### config.mk
export PLATFORM = sky130hd
export DESIGN_NAME = multicycle_datapath
export DESIGN_NICKNAME = d
export VERILOG_FILES = /design/src/rtl/multicycle_datapath.sv
export SDC_FILE = /design/constraint.sdc
export NUM_CORES = 2
export LEC_CHECK = 0
export CORE_MARGIN = 2
export CORE_UTILIZATION = 50
export DETAILED_ROUTE_END_ITERATION = 10
export PLACE_DENSITY = 0.72
export SYNTH_ARGS = -nofsm -noshare
export SYNTH_HDL_FRONTEND = slang
export SYNTH_SLANG_ARGS = --single-unit
### constraint.sdc
create_clock -name clk -period 45.8 [get_ports clk]
set_clock_uncertainty 0.05 [all_clocks]
set_input_delay 4.58 -clock clk [delete_from_list [all_inputs] [get_ports clk]]
set_output_delay 4.58 -clock clk [all_outputs]
set_load 0.03 [all_outputs]
### src/rtl/multicycle_datapath.sv
// multicycle_datapath: MIPS-subset core with a FETCH/DECODE/EXEC/MEM/WB
// sequencer sharing one memory port for instructions and data.
module multicycle_datapath #(
  parameter logic [31:0] RESET_PC = 32'h0000_0000,
  parameter int          ADDR_W   = 32
) (
  input  logic              clk,
  input  logic              rst,
  output logic              mem_req,
  output logic              mem_we,
  output logic [ADDR_W-1:0] mem_addr,
  output logic [31:0]       mem_wdata,
  input  logic [31:0]       mem_rdata,
  input  logic              mem_ready,
  output logic              retire,
  output logic              halt
);

  typedef enum logic [2:0] {
    FETCH, DECODE, EXEC, MEM, WB, HALT
  } state_t;

  state_t state, state_nx;

  logic [31:0] pc, ir, a, b;
  logic [31:0] alu_out, mdr;
  logic [31:0] regs [32];

  logic [5:0]  op, funct;
  logic [4:0]  rs, rt, rd, wdst;
  logic [31:0] imm_sx, alu_b, alu_y, wval;
  logic        is_r, is_alu, is_jr;
  logic        is_addi, is_lw, is_sw;
  logic        is_beq, is_j, legal;

  assign op     = ir[31:26];
  assign rs     = ir[25:21];
  assign rt     = ir[20:16];
  assign rd     = ir[15:11];
  assign funct  = ir[5:0];
  assign imm_sx = {{16{ir[15]}}, ir[15:0]};

  assign is_r    = op == 6'h00;
  assign is_alu  = is_r && (funct == 6'h20 ||
                   funct == 6'h22 || funct == 6'h24 ||
                   funct == 6'h25 || funct == 6'h2A);
  assign is_jr   = is_r && funct == 6'h08;
  assign is_addi = op == 6'h08;
  assign is_lw   = op == 6'h23;
  assign is_sw   = op == 6'h2B;
  assign is_beq  = op == 6'h04;
  assign is_j    = op == 6'h02;
  assign legal   = is_alu | is_jr | is_addi |
                   is_lw | is_sw | is_beq | is_j;

  assign alu_b = is_r ? b : imm_sx;
  assign wdst  = is_r ? rd : rt;
  assign wval  = is_lw ? mdr : alu_out;

  // funct is only meaningful for R-type; immediates always add
  always_comb begin
    alu_y = a + alu_b;
    if (is_r) begin
      case (funct)
        6'h22:   alu_y = a - alu_b;
        6'h24:   alu_y = a & alu_b;
        6'h25:   alu_y = a | alu_b;
        6'h2A:   alu_y = {31'b0,
                   $signed(a) < $signed(alu_b)};
        default: alu_y = a + alu_b;
      endcase
    end
  end

  always_comb begin
    mem_req   = 1'b0;
    mem_we    = 1'b0;
    mem_addr  = pc[ADDR_W-1:0];
    mem_wdata = b;
    retire    = 1'b0;
    halt      = state == HALT;
    if (!rst) begin
      unique case (state)
        FETCH: mem_req = 1'b1;
        EXEC:  retire  = is_beq | is_j | is_jr;
        MEM: begin
          mem_req  = 1'b1;
          mem_we   = is_sw;
          mem_addr = alu_out[ADDR_W-1:0];
          retire   = is_sw & mem_ready;
        end
        WB:      retire = 1'b1;
        default: ;
      endcase
    end
  end

  always_comb begin
    state_nx = state;
    unique case (state)
      FETCH:
        if (mem_ready) state_nx = DECODE;
      DECODE:
        state_nx = legal ? EXEC : HALT;
      EXEC: begin
        unique case (1'b1)
          is_alu, is_addi: state_nx = WB;
          is_lw, is_sw:    state_nx = MEM;
          default:         state_nx = FETCH;
        endcase
      end
      MEM:
        if (mem_ready)
          state_nx = is_lw ? WB : FETCH;
      WB:      state_nx = FETCH;
      HALT:    state_nx = HALT;
      default: state_nx = FETCH;
    endcase
  end

  always_ff @(posedge clk or posedge rst) begin
    if (rst) begin
      state   <= FETCH;
      pc      <= RESET_PC;
      ir      <= '0;
      a       <= '0;
      b       <= '0;
      alu_out <= '0;
      mdr     <= '0;
      for (int i = 0; i < 32; i++)
        regs[i] <= '0;
    end else begin
      state <= state_nx;
      unique case (state)
        FETCH:
          if (mem_ready) begin
            ir <= mem_rdata;
            pc <= pc + 32'd4;
          end
        DECODE: begin
          a <= regs[rs];
          b <= regs[rt];
        end
        EXEC: begin
          if (is_alu | is_addi | is_lw | is_sw)
            alu_out <= alu_y;
          if (is_beq && a == b)
            pc <= pc + (imm_sx << 2);
          if (is_j)
            pc <= {pc[31:28], ir[25:0], 2'b00};
          if (is_jr)
            pc <= a;
        end
        MEM:
          if (mem_ready && is_lw) mdr <= mem_rdata;
        WB:
          // reg 0 is never written, so it always reads 0
          if (wdst != 5'd0) regs[wdst] <= wval;
        default: ;
      endcase
    end
  end

endmodule

==> metrics.cfg <==
[logic_synthesis]
synth_area_per_cell_sq_um = 10.8
netlist_instances = 6276
synth_simple_gate_area_share_pct = 10.3
netlist_area_sq_mm = 0.0678
synth-compound-area-share_pct = 13.4
synth-seq-cells = 1219
synth_edf_count = 0
synth_seq_area_share_pct = 45.0
synth-main-ff-cell = dfrtp_1
ys_types = 89
synth_fa_ha_area_share_pct = 2.43
async_flop_share_pct = 100
synth_nets = 6441
synthMuxAreaShare_pct = 23.7
synth_top_family_by_area = multiplexers
synthXorXnorAreaFrac_pct = 1.14
yosys_warnings = 0

[setup_path]
reg2reg_setup_slack_ns = 40.60
cp.depth = 4
r2r_start = ir[29]
worst_ep_required_time_ns = 41.17
slowest_stage = nor2_4
worstPathArrival_ns = 7.17
reg2reg_to = alu_out[29]
path_buf_inv = 2
cp_top_family = buffers and inverters
crit_path_start = rst
crit_chain = clkdlybuf4s50_1 -> nor2_4 -> mux2_2 -> clkdlybuf4s50_1
crit_fanout = 41
worst_setup_path_start_kind = input pin
cpMostUsedCell = clkdlybuf4s50_1
cpPeakStageDelay_ns = 0.93
endpoint_kind = primary output
rr_worst_depth = 17
cp-endpoint = mem_addr[1]
path_class = in2out

[sta]
rsz0062_at_grt = false
slew_viol_final = 0
tns_ns = 0
hold_viol = 0
hold_ws_ns = 0.345
tightest_slew_ns = 1.20
post-route-period-util_pct = 25.8
period_minus_slack_ns = 11.80
setup-violations-final = 0
fmax_mhz = 84.7
max_slew_margin_pct = 19.9
fin_ws_ns = 34.00

[run]
cap_violations = 0

[die]
die_area_sq_mm = 0.138
coreArea_sq_mm = 0.135
row_count = 135
die_w_microns = 372
die_h_microns = 372
start_util_pct = 50.2
ios = 103

[finish]
layout_commonest_cell = dfrtp_1
final_layout_size_suffix_gt1_share_pct = 19.1
mostFrequentLayoutCells = dfrtp_1 (1209), nor2_1 (735), nand2_1 (729)
nNetsFinal = 6195
fill_cells = 11100
area_delta_synth_final_pct = 10.1
fin_cells = 7921

[routing]
drc = 0
wl_per_cell_microns = 27.5
wl_microns = 218000
drt_iter0_markers = 6849
vias_per_cell = 6.63
drt-pass1-iter-count = 9
vias = 52500
ant_nets = 0

[pwr]
p_int_w = 0.00310
netSwitchingFraction_pct = 41.6
switchingPower_w = 0.00221
comb_power_share_pct = 46.6
ir_drop_mv = 0.0479
p_seq_share_pct = 32.1
power_density_mw_per_mm2 = 71.1
finalPower_w = 0.00531
p_clk_share_pct = 21.3
leakage_nw = 31.5

[grt]
gr-total-overflow = 0
grt_max_degree = 179
grt.total_usage_pct = 31.5
grt_pass1_wl_microns = 326000
grt_pass1_vias = 51400
antenna_found_initial = 2

[worst_hold_path]
hp-class = reg2reg

[placement]
dp.cells = 7688
globalplace.congestion = 0.984
portBuffers = 102
hpwlAfterDp_microns = 129000
place_worst_setup_slack_ns = 34.01

[outcome]
status = completed

[clocking]
cts_tree = done
ctsRootBufferMaster = clkbuf_16
clockBufferDepth = 3
clk_latency_ns = 0.78
clkTransAtPathRegs_ns = 0.06
h-tree-depth = 3
cts.sinks = 1219
hold_buffers = 0
cts_made_buffers = 121
post_cts_buffers = 0
cts.repair.resized = 0

## worst min path at each step
stage | start | to | slack (ns) | depth (start not counted)
after floorplan | regs[1000] | regs[1000] | 0.39 | 1
after detailed placement | regs[1011] | regs[1011] | 0.33 | 0
after CTS | regs[1005] | regs[1005] | 0.35 | 0
after global routing | regs[999] | regs[999] | 0.36 | 0
final | regs[1011] | regs[1011] | 0.35 | 0
after global placement | regs[997] | regs[997] | 0.33 | 0
## power by group through the flow
stage | clock, W | sequential, W | combinational, W
2_1_floorplan | 0 | 0.00155 | 0.00185
3_3_place_gp | 0 | 0.00168 | 0.00240
3_5_place_dp | 0 | 0.00170 | 0.00243
4_1_cts | 0.00114 | 0.00169 | 0.00244
5_1_grt | 0.00118 | 0.00173 | 0.00265
6_report | 0.00113 | 0.00170 | 0.00247
## routing by layer
metal  GRT usage [%]  wire [microns]  vias up
met2            48.0           99000     3080
met1            43.2           84000    26600
met4            16.2           11900        0
li1                -               -    22200
met5               0               0        -
met3            6.40           23200      644
## Yosys cell counts, drive strengths merged (12+ instances only)
master | number | share of area (%)
buf | 130 | 0.84
a21o | 52 | 0.58
nand2 | 744 | 4.1
inv | 122 | 0.68
nand3 | 34 | 0.25
o21a | 16 | 0.18
and3 | 19 | 0.18
nand2b | 16 | 0.15
o31ai | 15 | 0.17
o22ai | 14 | 0.13
nor3 | 29 | 0.22
a211oi | 18 | 0.20
mux2i | 70 | 1.0
nor2b | 19 | 0.18
dfrtp | 1219 | 45
xnor2 | 46 | 0.59
o21bai | 12 | 0.14
mux4 | 640 | 21
ha | 127 | 2.3
nor2 | 757 | 4.2
o211ai | 19 | 0.23
mux2 | 87 | 1.4
a21oi | 697 | 5.2
clkbuf | 450 | 2.5
a31oi | 57 | 0.57
xor2 | 42 | 0.54
o21ai | 639 | 4.7
nor4 | 19 | 0.19
nand4 | 25 | 0.23
## metrics by stage
stage | instance area [sq um] | utilization [%]
floorplan | 67800 | -
global placement | 70100 | 51.9
detailed placement | 70100 | 51.9
CTS | 74600 | 55.3
global route | 74600 | 55.3
finish | 74600 | 55.3
## cell families (layout without fill, tap and decap cells)
kind of cell / Yosys count / after routing
simple gates: 1711 / 1711
compound gates: 1629 / 1629
flops: 1219 / 1219
mux: 797 / 797
buf+inv: 702 / 563
fa+ha+maj: 130 / 130
xor+xnor: 88 / 88
other cells: 0 / 3
## state kept, by name (all words and copies together) (netlist names)
signal,flops
a,32
alu_out,32
ir,32
mdr,32
mem_wdata,32
pc,32
regs,1024
state,3
## layout make-up
type                    count  area, sq um  area share [%]
diodes                      3         7.51          0.0101
clock buffers             160         3470            4.64
clock inverters            70         1080            1.45
inverters                 122          470           0.630
multi-input cells        4355        34900            46.8
flip-flops and latches   1219        30500            40.9
well taps                1781         2230            2.99
repair buffers            211         1930            2.58
(Power assumes the default switching activity.)
